File: src/rtl/quant_pkg.sv
// Shared FP32 field constants, lane classification and unit-word padding
// for the quant_align activation pre-quantiser.
package quant_pkg;

    localparam int EXP_MSB  = 30;
    localparam int EXP_LSB  = 23;
    localparam int MANT_W   = 23;
    localparam int UNIT_PAD = 7;
    localparam logic [EXP_MSB-EXP_LSB:0] EXP_INF = 8'd255;

    typedef enum logic [1:0] {
        CLS_NORM,
        CLS_SAT,
        CLS_ZERO
    } lane_cls_t;

endpackage

File: src/rtl/quant_align_lane.sv
// One lane of quant_align: S1 classifies the activation against the shared
// exponent, S2 shifts it into the output window. QUANT_ALIGN_ROUND_EN rounds half-up.
module quant_align_lane
    import quant_pkg::*;
#(
    parameter int OUT_W     = 32,
    parameter int MAX_SHIFT = 8
) (
    input  logic                       clk,
    input  logic                       reset,
    input  logic                       en,
    input  logic [31:0]                act,
    input  logic [EXP_MSB-EXP_LSB:0]   exp_max,
    output logic [OUT_W-1:0]           mag,
    output logic                       sign,
    output logic                       sat
);
    localparam int F_W  = MANT_W + 1 + MAX_SHIFT;
    localparam int SH_W = $clog2(MAX_SHIFT + 1);

    logic [EXP_MSB-EXP_LSB:0] exp_act;
    logic signed [8:0]        gap;
    lane_cls_t                cls_d;
    lane_cls_t                cls_q;
    logic [SH_W-1:0]          shift_q;
    logic [MANT_W-1:0]        mant_q;
    logic                     sign_q;
    logic [F_W-1:0]           field;
    logic [OUT_W-1:0]         top;
    logic [OUT_W-1:0]         mag_d;
    logic                     sat_d;

    // Nine-bit signed gap keeps small shared exponents from wrapping.
    assign exp_act = act[EXP_MSB:EXP_LSB];
    assign gap     = $signed({1'b0, exp_max}) - $signed({1'b0, exp_act});

    always_comb begin
        cls_d = CLS_NORM;
        if (exp_act == EXP_INF || gap[8]) begin
            cls_d = CLS_SAT;
        end else if (exp_act == '0 || gap[7:0] > 8'(MAX_SHIFT)) begin
            cls_d = CLS_ZERO;
        end
    end

    always_ff @(posedge clk or posedge reset) begin
        if (reset) begin
            cls_q   <= CLS_ZERO;
            shift_q <= '0;
            mant_q  <= '0;
            sign_q  <= 1'b0;
        end else if (en) begin
            cls_q   <= cls_d;
            shift_q <= gap[SH_W-1:0];
            mant_q  <= act[MANT_W-1:0];
            sign_q  <= act[31];
        end
    end

    assign field = {1'b1, mant_q, {MAX_SHIFT{1'b0}}} >> shift_q;
    assign top   = OUT_W'(field >> (F_W - OUT_W));

`ifdef QUANT_ALIGN_ROUND_EN
    logic             round_bit;
    logic [OUT_W:0]   rounded;

    generate
        if (OUT_W < F_W) begin : g_round
            assign round_bit = field[F_W-OUT_W-1];
        end else begin : g_exact
            assign round_bit = 1'b0;
        end
    endgenerate

    assign rounded = {1'b0, top} + {{OUT_W{1'b0}}, round_bit};
`endif

    always_comb begin
        mag_d = '0;
        sat_d = 1'b0;
        case (cls_q)
            CLS_SAT: begin
                mag_d = '1;
                sat_d = 1'b1;
            end
            CLS_NORM: begin
`ifdef QUANT_ALIGN_ROUND_EN
                if (rounded[OUT_W]) begin
                    mag_d = '1;
                    sat_d = 1'b1;
                end else begin
                    mag_d = rounded[OUT_W-1:0];
                end
`else
                mag_d = top;
`endif
            end
            default: ;
        endcase
    end

    always_ff @(posedge clk or posedge reset) begin
        if (reset) begin
            mag  <= '0;
            sign <= 1'b0;
            sat  <= 1'b0;
        end else if (en) begin
            mag  <= mag_d;
            sign <= sign_q;
            sat  <= sat_d;
        end
    end

endmodule

File: src/rtl/quant_align.sv
// Multi-lane FP32 pre-quantiser: two-stage aligned-magnitude pipeline with
// valid/ready backpressure and a saturation counter. Option: QUANT_ALIGN_ROUND_EN.
module quant_align
    import quant_pkg::*;
#(
    parameter int LANES     = 4,
    parameter int OUT_W     = 32,
    parameter int MAX_SHIFT = 8
) (
    input  logic                   clk,
    input  logic                   reset,
    input  logic                   i_valid,
    output logic                   o_ready,
    input  logic [31:0]            i_max,
    input  logic [LANES*32-1:0]    i_act,
    output logic                   o_valid,
    input  logic                   i_ready,
    output logic [31:0]            o_unit,
    output logic [LANES*OUT_W-1:0] o_act,
    output logic [LANES-1:0]       o_sign,
    output logic [LANES-1:0]       o_sat,
    input  logic                   i_clear,
    output logic [15:0]            o_sat_cnt
);
    logic              en;
    logic              valid_s1;
    logic [MANT_W-1:0] max_mant_s1;
    logic              unused_max_sign;
    logic [15:0]       sat_pop;
    logic [16:0]       cnt_sum;

    // A single enable stalls the whole pipe, so o_valid never sees i_ready combinationally.
    assign en              = !o_valid || i_ready;
    assign o_ready         = en;
    assign unused_max_sign = i_max[31];

    always_ff @(posedge clk or posedge reset) begin
        if (reset) begin
            valid_s1    <= 1'b0;
            o_valid     <= 1'b0;
            max_mant_s1 <= '0;
            o_unit      <= '0;
        end else if (en) begin
            valid_s1    <= i_valid;
            o_valid     <= valid_s1;
            max_mant_s1 <= i_max[MANT_W-1:0];
            o_unit      <= {2'b01, max_mant_s1, {UNIT_PAD{1'b0}}};
        end
    end

    generate
        for (genvar k = 0; k < LANES; k++) begin : g_lane
            quant_align_lane #(
                .OUT_W     (OUT_W),
                .MAX_SHIFT (MAX_SHIFT)
            ) u_lane (
                .clk     (clk),
                .reset   (reset),
                .en      (en),
                .act     (i_act[32*k +: 32]),
                .exp_max (i_max[EXP_MSB:EXP_LSB]),
                .mag     (o_act[OUT_W*k +: OUT_W]),
                .sign    (o_sign[k]),
                .sat     (o_sat[k])
            );
        end
    endgenerate

    always_comb begin
        sat_pop = '0;
        for (int k = 0; k < LANES; k++) begin
            sat_pop = sat_pop + 16'(o_sat[k]);
        end
    end

    assign cnt_sum = {1'b0, o_sat_cnt} + {1'b0, sat_pop};

    // Clear takes priority over a coincident handshake; the count sticks at all ones.
    always_ff @(posedge clk or posedge reset) begin
        if (reset) begin
            o_sat_cnt <= '0;
        end else if (i_clear) begin
            o_sat_cnt <= '0;
        end else if (o_valid && i_ready) begin
            o_sat_cnt <= cnt_sum[16] ? 16'hFFFF : cnt_sum[15:0];
        end
    end

endmodule

File: config.mk
export PLATFORM = sky130hd
export DESIGN_NAME = quant_align
export DESIGN_NICKNAME = d
export VERILOG_FILES = /design/src/rtl/quant_pkg.sv /design/src/rtl/quant_align_lane.sv /design/src/rtl/quant_align.sv
export SDC_FILE = /design/constraint.sdc
export NUM_CORES = 1
export LEC_CHECK = 0
export CORE_ASPECT_RATIO = 0.6
export CORE_MARGIN = 2
export CORE_UTILIZATION = 55
export CTS_BUF_LIST = sky130_fd_sc_hd__clkbuf_8
export DETAILED_ROUTE_END_ITERATION = 8
export PLACE_DENSITY = 0.84
export SYNTH_ARGS = -nofsm -noshare
export SYNTH_HDL_FRONTEND = slang
export SYNTH_HIERARCHICAL = 1
export SYNTH_SLANG_ARGS = --single-unit
File: constraint.sdc
create_clock -name clk -period 3.6 [get_ports clk]
set_clock_uncertainty 0.2 [all_clocks]
set_input_delay 0.72 -clock clk [delete_from_list [all_inputs] [get_ports clk]]
set_output_delay 0.72 -clock clk [all_outputs]
set_load 0.1 [all_outputs]
# Yosys cells after proc, flatten, opt, wreduce, memory -nomap -nowiden
# Cells that the tools add are included.
[totals]
elab_cells = 96
output_inout_bits = 186
in_bits = 165
register_bits = 321
[op_classes]
n_mux = 19
n_lt_le_gt_ge = 4
reduce_logical = 20
n_eq_ne = 8
n_addsub = 8
n_shift = 4
[op_table]
columns = ["op", "n"]
rows = [
  ["32-bit case mux with 2 select lines", 4],
  ["32-bit by 4-bit right shift with 32-bit output", 4],
  ["16-bit 2-to-1 mux", 3],
  ["8-bit by 8-bit subtractor with 9-bit output", 4],
  ["8-bit equality test (second input constant)", 4],
  ["8-bit by 4-bit > comparator with 1-bit output (second input constant)", 4],
  ["8-bit zero test", 4],
  ["16-bit by 4-bit adder with 17-bit output", 1],
  ["2-bit 2-to-1 mux", 8],
  ["1-bit logical OR", 9],
  ["2-bit by 1-bit equality test with 1-bit output (second input constant)", 4],
  ["2-bit zero test", 4],
  ["3-bit by 1-bit adder with 4-bit output", 1],
  ["1-bit 2-to-1 mux", 4],
  ["2-bit by 1-bit adder with 3-bit output", 1],
  ["1-bit by 1-bit adder with 2-bit output", 1],
  ["2-bit nonzero test", 1],
  ["1-bit logical AND", 1],
  ["1-bit zero test", 1],
]

# Depth between registers and ports, before layout
# Gate-level depths: netlist of the first run.
[logic_depth]
ltp_word = 7
mapped_depth = 10

# By module
# Netlist of the first run, hierarchy kept.
[by_module_without_submodules]
columns = ["mod", "n_inst", "cells_each", "seq_area_each_um2", "area_per_inst_um2"]
rows = [
  ["quant_align_lane (g_lane[0].u_lane ...)", 3, 363, 1602.8, 3917.5],
  ["quant_align_lane (g_lane[3].u_lane)", 1, 372, 1602.8, 3883.7],
  ["quant_align", 1, 212, 1626.6, 2827.7],
]

# Worst setup path before layout of the first run
# OpenSTA, ideal clock, no wires.
[synth_timing]
path_type = "register to register"
startpoint = "reg o_valid"
endpoint = "reg g_lane[0].u_lane.mag[6]"
stages_incl_launch_ff = 10
setup_ps = 90
t_arrival_ps = 3381
t_required_ps = 3310
slack_ps = -72
cell_sequence = "dfrtp_1 nand2b_1 clkbuf_1 buf_1 clkbuf_1 nor2b_1 buf_2 buf_1 a22oi_1 o221ai_1"
[synth_via]
elab_chain_len = 2
[synth_lines]
columns = ["element", "line", "text"]
rows = [
  ["start: declaration", "quant_align.sv:16", "output logic o_valid,"],
  ["start signal: assignment", "quant_align.sv:45", "o_valid <= valid_s1;"],
  ["1-bit zero test", "quant_align.sv:33", "assign en = !o_valid || i_ready;"],
  ["1-bit logical OR", "quant_align.sv:33", ""],
  ["named net o_ready", "quant_align.sv:13", "output logic o_ready,"],
  ["end signal: assignment", "quant_align_lane.sv:108", "mag <= mag_d;"],
  ["end: declaration", "quant_align_lane.sv:14", "output logic [OUT_W-1:0] mag,"],
]
# The timed path passes the listed nets, and every way through them passes these cells.
# A chain may end at the register's enable or synchronous reset.

# Worst setup path after layout of the first run
[layout_timing]
startpoint = "reg g_lane[1].u_lane.sat"
endpoint = "reg o_sat_cnt[8]"
[layout_via]
elab_chain_len = 7
[layout_lines]
columns = ["element", "line", "text"]
rows = [
  ["start: declaration", "quant_align_lane.sv:16", "output logic sat"],
  ["start signal: assignment", "quant_align_lane.sv:110", "sat <= sat_d;"],
  ["1-bit by 1-bit adder with 2-bit output", "quant_align.sv:72", "sat_pop = sat_pop + 16'(o_sat[k]);"],
  ["2-bit by 1-bit adder with 3-bit output", "quant_align.sv:72", ""],
  ["3-bit by 1-bit adder with 4-bit output", "quant_align.sv:72", ""],
  ["16-bit by 4-bit adder with 17-bit output", "quant_align.sv:76", "assign cnt_sum = {1'b0, o_sat_cnt} + {1'b0, sat_pop};"],
  ["16-bit 2-to-1 mux", "quant_align.sv:85", "o_sat_cnt <= cnt_sum[16] ? 16'hFFFF : cnt_sum[15:0];"],
  ["16-bit 2-to-1 mux", "quant_align.sv:84", "end else if (o_valid && i_ready) begin"],
  ["16-bit 2-to-1 mux", "quant_align.sv:82", "end else if (i_clear) begin"],
  ["end signal: assignment", "quant_align.sv:85", ""],
  ["end: declaration", "quant_align.sv:23", "output logic [15:0] o_sat_cnt"],
]
# No other way between the ends. The select of a mux whose other input is x is not followed.

==> results of run 1 <==
-- worst max path at each step --
stage,startpoint,end,slack (ps)
floorplan,o_valid$_DFFE_PP0P_,g_lane[0].u_lane/mag[6]$_DFFE_PP0P_,0.2
global placement,i_max[23],g_lane[0].u_lane/cls_q[1]$_DFFE_PP1P_,220
detailed placement,i_max[23],g_lane[1].u_lane/cls_q[1]$_DFFE_PP1P_,160
CTS,g_lane[0].u_lane/sat$_DFFE_PP0P_,o_sat_cnt[8]$_DFFE_PP0P_,320
global route,g_lane[0].u_lane/sat$_DFFE_PP0P_,o_sat_cnt[8]$_DFFE_PP0P_,170
finish,g_lane[1].u_lane/sat$_DFFE_PP0P_,o_sat_cnt[8]$_DFFE_PP0P_,310
-- routing by layer --
layer,vias to the layer above,share of wire (%)
met5,-,0
met2,739,45
met1,7696,45
met3,104,7.9
met4,0,2.8
li1,6915,-
-- where the power goes --
part	internal (µW)	switching (µW)
Clock	1570	1440
Combinational	2510	6640
Sequential	4410	922
-- cell type report --
cell class	instances	area share, %
inverters	98	1.618
clock inverters	24	0.6108
well taps	450	2.476
repair buffers	376	14.61
multi-input cells	1144	41.68
flip-flops and latches	321	35.35
diodes	2	0.02201
clock buffers	60	3.632
-- sequential cells by signal (all words and copies together) (netlist names) --
name / cells
g_lane.u_lane/mant_q: 92
max_mant_s1: 23
o_sat_cnt: 16
valid_s1: 1
g_lane.u_lane/cls_q: 8
g_lane.u_lane/sign_q: 4
o_unit: 24
g_lane.u_lane/shift_q: 16
g_lane.u_lane/sign: 4
o_valid: 1
g_lane.u_lane/mag: 128
g_lane.u_lane/sat: 4
-- through the flow --
stage	setup WS (ps)	area, µm²
3_5_place_dp	162.8	21770
2_1_floorplan	0.1552	18500
4_1_cts	321.4	22730
5_1_grt	174.2	22740
3_3_place_gp	219.7	21770
6_report	313.6	22740
-- Yosys cell counts (7+ instances only) --
cell	n	area [µm²]
mux2_2	175	1971
buf_2	19	95.09
o22ai_1	27	168.9
mux2_1	8	90.09
fa_1	7	140.1
o21ai_0	75	375.4
nand2_1	143	536.8
nand2b_1	10	62.56
o221ai_1	26	227.7
nand3_1	25	125.1
buf_6	11	123.9
inv_1	91	341.6
o2bb2ai_1	59	516.8
nor4_1	10	62.56
clkbuf_1	45	168.9
a22oi_1	25	187.7
a22o_1	9	78.83
mux4_1	20	525.5
a21oi_1	57	285.3
nor3_1	21	105.1
nor2_1	83	311.6
a32o_1	8	80.08
xnor2_1	8	70.07
nand4_1	10	62.56
buf_1	27	101.4
nor2b_1	10	62.56
o21a_1	12	90.09
mux4_2	39	878.3
buf_4	14	105.1
a31oi_1	31	193.9
mux2i_1	73	730.7
a211oi_1	15	112.6
dfrtp_1	317	7933
ha_1	33	412.9
nand3b_1	10	75.07
a31o_2	8	70.07
-- worst register-to-register path: stages (launching register included) --
cell and delay [ps]:
dfrtp_1 460, fa_1 530, inv_1 50, fa_1 390, inv_1 80, fa_1 210, nand4_1 140, or4_1 630
and4_4 280, a211oi_2 210
-- layout by cell type (no fill, tap or decap), types with 8 or more instances in the layout --
cell type        netlist  final
a211oi_1              15     15
a21oi_1               57     57
a22o_1                 9      9
a22oi_1               25     25
a31o_2                 8      8
a31oi_1               31     31
a32o_1                 8      8
buf_4                 14    204
clkbuf_8               0     60
clkdlybuf4s50_1        0    165
clkinv_2               0      8
conb_1                 1      8
dfrtp_1              317    317
ha_1                  33     33
inv_1                 91     98
inv_2                  6     11
mux2_1                 8      8
mux2_2               175    175
mux2i_1               73     73
mux4_1                20     20
mux4_2                39     39
nand2_1              143    143
nand2b_1              10      9
nand3_1               25     25
nand3b_1              10     10
nand4_1               10     10
nor2_1                83     83
nor2b_1               10     10
nor3_1                21     21
nor4_1                10     10
o21a_1                12     12
o21ai_0               75     75
o221ai_1              26     26
o22ai_1               27     27
o2bb2ai_1             59     59
xnor2_1                8      8
-- cells by family after synthesis --
kind of cell / after synthesis / synth area share [%]
buffers and inverters: 215 / 5.319
other: 1 / 0.02031
AOI/OAI and AO/OA: 415 / 15.92
xor gates and xnor gates: 14 / 0.6641
muxes: 315 / 22.72
DFF: 321 / 43.53
adders and majority gates: 40 / 2.995
and+or+nand+nor: 352 / 8.823
==> results by group, run 1 <==
Pwr
  – Peak VDD IR: 0.0009437 V
  – Leakage power: 0.01001 µW
  – Pwr/cell area: 769.1 nW/µm²
  – Pwr Total: 17490 µW

CTS
  – Max clock buf depth: 3
  – CTS Buf Count: 48
  – Setup bufs post-CTS: 0
  – Clock slew at reported path FFs: 70 ps
  – Htree depth: 2
  – CTS Sinks: 321
  – CTS root buf: clkbuf_8
  – Cts hold-fix bufs: 0
  – TritonCTS clock tree: done
  – Clk_lat worst skew: 600 ps
  – Post-cts sizing count: 0

Timing
  – Final hold vios: 0
  – Slew @ Worst Pin: 1050 ps
  – RSZ-0062 raised after global routing: false
  – Tcrit/Tclk final: 91.29%
  – Rel. slew slack: 30.03%
  – Setup Total Neg Slack: 0 ps
  – Tmin final: 3286 ps
  – Pins Over Slew Limit: 0
  – Hold_ws: 272.3 ps
  – FMAX: 304.3 MHz
  – Final setup violating endpoints: 0

Finish
  – Area Growth Syn to Fin: 23.16%
  – Reg area: 8038 µm²
  – Footprint of the multi-input gates: 9478 µm²
  – Fill count: 2467
  – Layout cell share with drive strength beyond 1: 26.50%
  – Final core occ: 69.46%
  – Non-filler cells in the finished layout: 2475
  – Final net count: 2194

Placement
  – # port buffers: 341
  – Hpwl dp: 40040 µm
  – RePlAce Congestion: 0.9596
  – Placed Instances: 2389

Min path
  – Hold Path End: o_unit[30]$_DFFE_PP0P_
  – Worst min path class: reg2reg
  – Hold Crit Depth: 1
  – Hold Crit Start: o_unit[30]$_DFFE_PP0P_

Critical path
  – Critical Path RT: 3880 ps
  – Cell mode on critical path: fa_1
  – R2R Setup Slk: 310 ps
  – CP bufs+invs: 2
  – CP Data Arrival Time: 3570 ps
  – Critical path's slowest cell: or4_1
  – Sequence of cells on the critical path: fa_1 > inv_1 > fa_1 > inv_1 > fa_1 > nand4_1 > or4_1 > and4_4 > a211oi_2
  – Reg2Reg Depth: 9
  – Critical R2R Capture: o_sat_cnt[8]$_DFFE_PP0P_
  – Crit path largest cell delay: 630 ps
  – Crit. End Element: flip-flop
  – RR Startpoint: g_lane[1].u_lane/sat$_DFFE_PP0P_
  – CP Max Fanout: 10
  – Element type at the critical path start: flip-flop
  – CP top delay family: adder cells
  – WS Path Type: reg2reg
  – Critical path depth: 9

Global route
  – Remaining global-route overflow: 0
  – Vias in the first global route: 15122
  – GRT met1 Usage: 43.78%
  – Gr usage total: 30.01%
  – Initial antenna violation count: 2
  – Largest net degree at the start of global routing: 85
  – GR Layer Usage met2: 45.04%
  – Global-route wire length before repair: 83940 µm
  – Most used routing layer: met2
  – Met3 usage: 6.051%

Synth
  – Synth Register Bits: 321
  – Post-synth ARST share: 100.0%
  – Syn_area_per_cell: 11.04 µm²
  – Cells after Synth: 1673
  – Ys Warns: 6
  – Cell Area, Synth: 18460 µm²
  – Most common flop cell mapped by yosys: dfrtp_1
  – Sequential area share after synthesis: 43.53%
  – EDFF count, synth: 0
  – Synth unique cells: 73

Floorplanning
  – Site Rows: 51
  – Die Y: 145.9 µm
  – Core area: 32740 µm²
  – Die area: 35100 µm²
  – Die width: 240.5 µm
  – IO Pins: 351
  – Starting density of the core: 56.40%

Drt
  – Number of detailed-route iterations in the first pass: 6
  – # DRC: 0
  – Avg WL per Cell: 21.43 µm
  – Initial DRC count: 1459
  – Routed WL: 53030 µm
  – Via count: 15454
  – Vias per Instance: 6.244
  – Final ANT Viol Nets: 0

Status
  – Status: finished, final reports clean

Run
  – Max-cap viol count: 0
Power figures use the tool's default switching activity.
==> inputs of run 2 (changes only) <==
- CTS_CLUSTER_SIZE: default -> 8
==> results by group, run 2 (synthesized netlist as in run 1, its figures left out) <==
Drt
  – Number of detailed-route iterations in the first pass: 6 (unchanged)
  – Initial DRC count: 1468 (+0.62%)
  – Metal-1 WL: 23740 µm (+0.39%)
  – Routed WL: 52920 µm (-0.22%)
  – Final ANT Viol Nets: 0 (unchanged)
  – DR WL met3: 3993 µm (-4.6%)
  – Max Used Layer: met4
  – # DRC: 0 (unchanged)
  – Avg WL per Cell: 21.38 µm (-0.22%)
  – WL met2: 23600 µm (-0.45%)
  – Vias per Instance: 6.223 (-0.34%)
  – Via count: 15402 (-0.34%)

Critical path
  – Element type at the critical path start: flip-flop
  – RR Startpoint: g_lane[1].u_lane/sat$_DFFE_PP0P_
  – Worst Setup SP: g_lane[1].u_lane/sat$_DFFE_PP0P_
  – CP endpoint: o_sat_cnt[8]$_DFFE_PP0P_
  – Crit. End Element: flip-flop
  – CP Data Arrival Time: 3590 ps (+20 ps)
  – Reg2Reg Depth: 9 (unchanged)
  – WS Path Type: reg2reg
  – Critical R2R Capture: o_sat_cnt[8]$_DFFE_PP0P_
  – Critical Path RT: 3890 ps (about the same)
  – R2R Setup Slk: 300 ps (-20 ps)
  – CP Max Fanout: 10 (unchanged)

Run
  – Max-cap viol count: 0 (unchanged)

Global route
  – Largest net degree at the start of global routing: 85 (unchanged)
  – Initial antenna violation count: 3 (+1)
  – Global-route wire length before repair: 84150 µm (+0.25%)
  – Remaining global-route overflow: 0 (unchanged)
  – Vias in the first global route: 15159 (+0.24%)
  – Gr usage total: 30.09% (+0.075 points)

Finish
  – Most frequent cells in the layout: dfrtp_1, buf_4, mux2_2
  – Fill count: 2488 (+0.85%)
  – Non-filler cells in the finished layout: 2475 (unchanged)
  – Top Registers: g_lane.u_lane/mag: 128 flops, g_lane.u_lane/mant_q: 92 flops, o_unit: 24 flops
  – Area Growth Syn to Fin: 22.71%
  – Largest register by flop count: g_lane.u_lane/mag
  – Layout cell share with drive strength beyond 1: 25.87% (-0.63 points)
  – Final net count: 2195 (+0.046%)
  – Most common cell after layout, fill and taps aside: dfrtp_1
  – Max reg flops: 128 (unchanged)

Pwr
  – Leakage power: 0.009999 µW (about the same)
  – Pwr/cell area: 763.0 nW/µm² (-0.80%)
  – Peak VDD IR: 0.0008733 V (-7.5%)

CTS
  – Post-cts sizing count: 0 (unchanged)
  – Max clock buf depth: 3 (unchanged)
  – CTS Buf Count: 49 (+2.1%)
  – TritonCTS clock tree: done
  – CTS root buf: clkbuf_8
  – CTS Sinks: 321 (unchanged)
  – Setup bufs post-CTS: 0 (unchanged)
  – Htree depth: 2 (unchanged)
  – Clock slew at reported path FFs: 70 ps (about the same)
  – Cts hold-fix bufs: 0 (unchanged)
  – Clk_lat worst skew: 600 ps (about the same)

Placement
  – Placed Instances: 2389 (unchanged)
  – RePlAce Congestion: 0.9596 (unchanged)
  – # port buffers: 341 (unchanged)
  – Hpwl dp: 40040 µm (unchanged)

Floorplanning
  – Starting density of the core: 56.40% (unchanged)
  – IO Pins: 351 (unchanged)
  – Site Rows: 51 (unchanged)
  – Die Y: 145.9 µm (unchanged)
  – Core area: 32740 µm² (unchanged)
  – Die width: 240.5 µm (unchanged)
  – Die area: 35100 µm² (unchanged)

Timing
  – Pins Over Slew Limit: 0 (unchanged)
  – RSZ-0062 raised after global routing: false
  – Rel. slew slack: 30.04% (about the same)
  – FMAX: 302.8 MHz (-0.49%)
  – Final hold vios: 0 (unchanged)
  – Setup Total Neg Slack: 0 ps (unchanged)
  – Tmin final: 3303 ps (+16.25 ps)
  – Final setup violating endpoints: 0 (unchanged)
  – Slew @ Worst Pin: 1049 ps (-0.2269 ps)
  – Tcrit/Tclk final: 91.74% (+0.45 points)

Min path
  – Hold Crit Depth: 1 (unchanged)
  – Worst min path class: reg2reg

Status
  – Status: finished, final reports clean
-- run 2: changes by cell type in the layout (fill, tap and decap cells not counted), sizes merged --
cell	delta
inv	+14
clkinv	-8
clkbuf	-5
bufinv	-1
clkinvlp	-1
diode	+1
-- run 2: final cells by class --
type                       instances  area, µm²  share of cell area [%]
multi-input combinational       1144       9478                   41.83
sequential                       321       8038                   35.47
timing repair buffer             376       3323                   14.67
clock buffer                      55      757.0                   3.341
tap                              450      563.0                   2.485
inverter                          98      367.9                   1.624
clock inverter                    28      123.9                  0.5467
antenna                            3      7.507                 0.03313
-- run 2: layer usage --
metal  vias up  GRT usage, %
li1       6909             -
met1      7699         43.97
met2       683         45.10
met3       111         5.804
met4         0         10.00
met5         -             0
-- run 2: worst max-delay path, cell delays in order (launching register included) --
cell	delay [ps]
dfrtp_1	460
fa_1	530
inv_1	50
fa_1	390
inv_1	80
fa_1	210
nand4_1	140
or4_1	630
and4_4	280
a211oi_2	210
-- run 2: metrics by stage --
| stage | area (µm²) | hold WS [ps] | util, % | setup slack (ps) | power (µW) |
|---|---|---|---|---|---|
| 2_1_floorplan | 18500 | 226.5 | - | 0.1552 | 12180 |
| 3_3_place_gp | 21770 | 235.2 | 66.50 | 219.7 | 14320 |
| 3_5_place_dp | 21770 | 257.7 | 66.50 | 162.8 | 14430 |
| 4_1_cts | 22650 | 274.0 | 69.19 | 335.1 | 17300 |
| 5_1_grt | 22660 | 293.4 | 69.22 | 184.2 | 18010 |
| 6_report | 22660 | 272.4 | 69.22 | 297.4 | 17290 |
-- run 2: power by group --
group          switching, µW  leakage, µW  internal (µW)
clock                   1430     0.000537           1390
combinational           6640      0.00570           2510
sequential               916      0.00376           4410
total                   8980       0.0100           8300
-- run 2: worst min-delay path by stage --
stage | start | to | slack, ps
after global placement | valid_s1$_DFFE_PP0P_ | o_valid$_DFFE_PP0P_ | 240
after global routing | o_unit[30]$_DFFE_PP0P_ | o_unit[30]$_DFFE_PP0P_ | 290
after floorplan | valid_s1$_DFFE_PP0P_ | o_valid$_DFFE_PP0P_ | 230
after detailed placement | o_unit[30]$_DFFE_PP0P_ | o_unit[30]$_DFFE_PP0P_ | 260
after CTS | o_unit[30]$_DFFE_PP0P_ | o_unit[30]$_DFFE_PP0P_ | 270
final | valid_s1$_DFFE_PP0P_ | o_valid$_DFFE_PP0P_ | 270
==> inputs of run 3 (changes only) <==
- CORE_MARGIN: 2 -> default
- CORE_UTILIZATION: 55 -> 54
- PLACE_DENSITY: 0.84 -> 0.83
- SYNTH_HIERARCHICAL: 1 -> default
==> results by group, run 3 <==
Critical path
  – Reg2Reg Depth: 11 (+2)
  – CP Data Arrival Time: 3450 ps (-140 ps)
  – Sequence of cells on the critical path: fa_1 > inv_1 > fa_1 > inv_1 > fa_1 > nand4_1 > nor2_1 > nand2_1 > nand3_1 > nor2_1 > a211oi_1
  – Cell mode on critical path: fa_1
  – CP bufs+invs: 2 (unchanged)
  – RR Startpoint: g_lane[0].u_lane.sat$_DFFE_PP0P_
  – R2R Setup Slk: 450 ps (+150 ps)
  – WS Path Type: reg2reg
  – CP Max Fanout: 15 (+5)
  – Critical Path RT: 3900 ps (about the same)
  – CP top delay family: adder cells
  – Critical path's slowest cell: fa_1
  – Element type at the critical path start: flip-flop
  – Crit. End Element: flip-flop
  – Crit path largest cell delay: 520 ps (-110 ps)
  – Critical R2R Capture: o_sat_cnt[13]$_DFFE_PP0P_

Floorplanning
  – Die Y: 143.9 µm (-1.4%)
  – Core area: 32740 µm² (unchanged)
  – Die width: 238.5 µm (-0.85%)
  – Die area: 34320 µm² (-2.2%)
  – IO Pins: 351 (unchanged)
  – Starting density of the core: 55.36% (-1.0 points)
  – Site Rows: 51 (unchanged)

Min path
  – Hold Path End: o_unit[28]$_DFFE_PP0P_
  – Worst min path class: reg2reg
  – Hold Crit Start: o_unit[28]$_DFFE_PP0P_
  – Hold Crit Depth: 2 (+1)

Placement
  – # port buffers: 341 (unchanged)
  – Hpwl dp: 42150 µm (+5.3%)
  – Post-place setup slack: 192.6 ps (+29.82 ps)
  – Placed Instances: 2628 (+10%)
  – RePlAce Congestion: 1.027 (+7.1%)

CTS
  – CTS Buf Count: 50 (+2.0%)
  – Htree depth: 2 (unchanged)
  – CTS Sinks: 321 (unchanged)
  – Cts hold-fix bufs: 0 (unchanged)
  – TritonCTS clock tree: done
  – CTS root buf: clkbuf_8
  – Clock slew at reported path FFs: 70 ps (about the same)
  – Setup bufs post-CTS: 0 (unchanged)
  – Clk_lat worst skew: 600 ps (about the same)
  – Post-cts sizing count: 0 (unchanged)
  – Max clock buf depth: 3 (unchanged)

Finish
  – Layout cell share with drive strength beyond 1: 15.59% (-10 points)
  – Footprint of the multi-input gates: 9188 µm² (-3.1%)
  – Most frequent cells in the layout: nand2_1, dfrtp_1, buf_4
  – Non-filler cells in the finished layout: 2726 (+10%)
  – Area Growth Syn to Fin: 23.29%
  – Fill count: 2609 (+4.9%)
  – Most common cell after layout, fill and taps aside: nand2_1
  – Reg area: 8038 µm² (unchanged)
  – Max reg flops: 128 (unchanged)
  – Top Registers: g_lane.u_lane.mag: 128 flops, g_lane.u_lane.mant_q: 92 flops, o_unit: 24 flops
  – Largest register by flop count: g_lane.u_lane.mag
  – Final net count: 2435 (+11%)

Drt
  – Via count: 16152 (+4.9%)
  – Avg WL per Cell: 20.68 µm (-3.3%)
  – Number of detailed-route iterations in the first pass: 5 (-1)
  – Vias per Instance: 5.925 (-4.8%)
  – # DRC: 0 (unchanged)
  – Routed WL: 56370 µm (+6.5%)
  – Final ANT Viol Nets: 0 (unchanged)
  – Initial DRC count: 1758 (+20%)

Synth
  – Synth unique cells: 62 (-15%)
  – Sequential area share after synthesis: 44.36% (+0.82 points)
  – Synth top area cells: dfrtp_1, nand2_1, mux2i_1
  – Syn_area_per_cell: 9.370 µm² (-15%)
  – Cells after Synth: 1934 (+16%)
  – Dominant cell by count in the synthesized netlist: nand2_1
  – EDFF count, synth: 0 (unchanged)
  – Synth cell count leaders: nand2_1, dfrtp_1, mux2i_1
  – Most common flop cell mapped by yosys: dfrtp_1
  – Most area-hungry cell type in the Yosys netlist: dfrtp_1
  – Cell Area, Synth: 18120 µm² (-1.9%)
  – Post-synth ARST share: 100.0% (unchanged)
  – Top-area cell type share of the netlist area: 43.78% (+0.81 points)
  – Synth Register Bits: 321 (unchanged)
  – Ys Warns: 0 (-6)

Timing
  – Tcrit/Tclk final: 87.56% (-4.2 points)
  – FMAX: 317.2 MHz (+4.8%)
  – Tmin final: 3152 ps (-150.4 ps)
  – Final hold vios: 0 (unchanged)
  – Final setup violating endpoints: 0 (unchanged)
  – RSZ-0062 raised after global routing: false
  – Rel. slew slack: 16.91% (-13 points)
  – Pins Over Slew Limit: 0 (unchanged)
  – Setup Total Neg Slack: 0 ps (unchanged)
  – PnR worst setup slack: 447.8 ps (+150.4 ps)
  – Slew @ Worst Pin: 1246 ps (+197.0 ps)

Global route
  – Vias in the first global route: 14893 (-1.8%)
  – Initial antenna violation count: 6 (+3)
  – Gr usage total: 32.69% (+2.6 points)
  – Largest net degree at the start of global routing: 89 (+4.7%)
  – Remaining global-route overflow: 0 (unchanged)
  – Global-route wire length before repair: 86030 µm (+2.2%)

Pwr
  – Reg power frac: 29.6% (-1.2 points)
  – Pwr/cell area: 821.6 nW/µm² (+7.7%)
  – P_int: 8464 µW (+1.9%)
  – Leakage power: 0.01071 µW (+7.1%)
  – Sw Share: 53.89% (+1.9 points)
  – Net Sw Power: 9892 µW (+10%)
  – Clock power share: 15.8% (-0.5 points)
  – Combinational fraction of design power: 54.6% (+1.7 points)
  – Peak VDD IR: 0.001050 V (+20%)

Run
  – Max-cap viol count: 0 (unchanged)

Status
  – Status: finished, final reports clean
run 3: cell count changes after synthesis, moves of 21 or more:
| cell | delta |
|---|---|
| inv_1 | -49 |
| a31oi_1 | -21 |
| nand2_1 | +397 |
| mux2i_1 | +57 |
| nor2_1 | +32 |
| a221oi_1 | +22 |
| mux2_2 | -161 |
| a211oi_1 | +27 |
| o2bb2ai_1 | -59 |
| a21oi_1 | +36 |
| o22ai_1 | -23 |
| o21ai_0 | +29 |
| buf_2 | +25 |
| a22oi_1 | -24 |
run 3: worst max path at each step:
stage	startpoint	end	slack [ps]	cells past startpoint
6_report	g_lane[0].u_lane.sat$_DFFE_PP0P_	o_sat_cnt[13]$_DFFE_PP0P_	450	11
4_1_cts	o_sat_cnt[0]$_DFFE_PP0P_	o_sat_cnt[13]$_DFFE_PP0P_	510	11
2_1_floorplan	reset	g_lane[0].u_lane.cls_q[0]$_DFFE_PP0P_	-1600	1
5_1_grt	o_sat_cnt[0]$_DFFE_PP0P_	o_sat_cnt[13]$_DFFE_PP0P_	250	11
3_5_place_dp	i_max[23]	g_lane[1].u_lane.cls_q[1]$_DFFE_PP1P_	190	10
3_3_place_gp	i_max[23]	g_lane[1].u_lane.cls_q[1]$_DFFE_PP1P_	270	10
run 3: worst min-delay path: stages (launching register included):
cell and delay, ps:
dfrtp_1 340, nand2_1 50, nand2_1 40
run 3: power groups by stage:
| stage | clock [µW] | combinational (µW) | sequential, µW |
|---|---|---|---|
| 5_1_grt | 3130 | 10400 | 5530 |
| 3_5_place_dp | 0 | 9920 | 5440 |
| 3_3_place_gp | 0 | 9830 | 5410 |
| 6_report | 2910 | 10000 | 5430 |
| 2_1_floorplan | 0 | 3240 | 9610 |
| 4_1_cts | 2960 | 9940 | 5400 |
run 3: kinds of logic after synthesis:
| logic type | Yosys count | synth area share (%) |
|---|---|---|
| AND/OR/NAND/NOR | 778 | 17.59 |
| AO/OA/AOI/OAI | 385 | 13.90 |
| flip-flops | 321 | 44.36 |
| multiplexers | 199 | 15.18 |
| buffers and inverters | 194 | 5.130 |
| adder cells (fa/ha/maj) | 40 | 3.052 |
| XOR/XNOR | 16 | 0.7734 |
| other | 1 | 0.02069 |
run 3: per-layer routing:
metal / global-route usage [%] / vias up / wire, µm
met5: 0 / - / 0
met4: 8.536 / 0 / 1022
met3: 8.375 / 74 / 5585
met2: 45.17 / 755 / 23710
met1: 50.36 / 7946 / 26050
li1: - / 7377 / -
run 3: area by class of cell:
| type | count | share of cell area, % |
|---|---|---|
| clock inverter | 35 | 0.6328 |
| multi-input combinational | 1426 | 41.12 |
| antenna | 6 | 0.06720 |
| clock buffer | 57 | 3.511 |
| inverter | 42 | 0.7449 |
| timing repair buffer | 389 | 15.42 |
| tap | 450 | 2.520 |
| sequential | 321 | 35.98 |
run 3: through the flow:
step	utilization, %	cell area, µm²	hold slack, ps	power (µW)
after floorplan	-	18150	230.0	12850
after global placement	65.37	21400	247.7	15240
after detailed placement	65.37	21400	251.6	15360
after CTS	68.20	22330	254.3	18300
after global routing	68.25	22340	285.4	19080
final	68.25	22340	263.4	18360
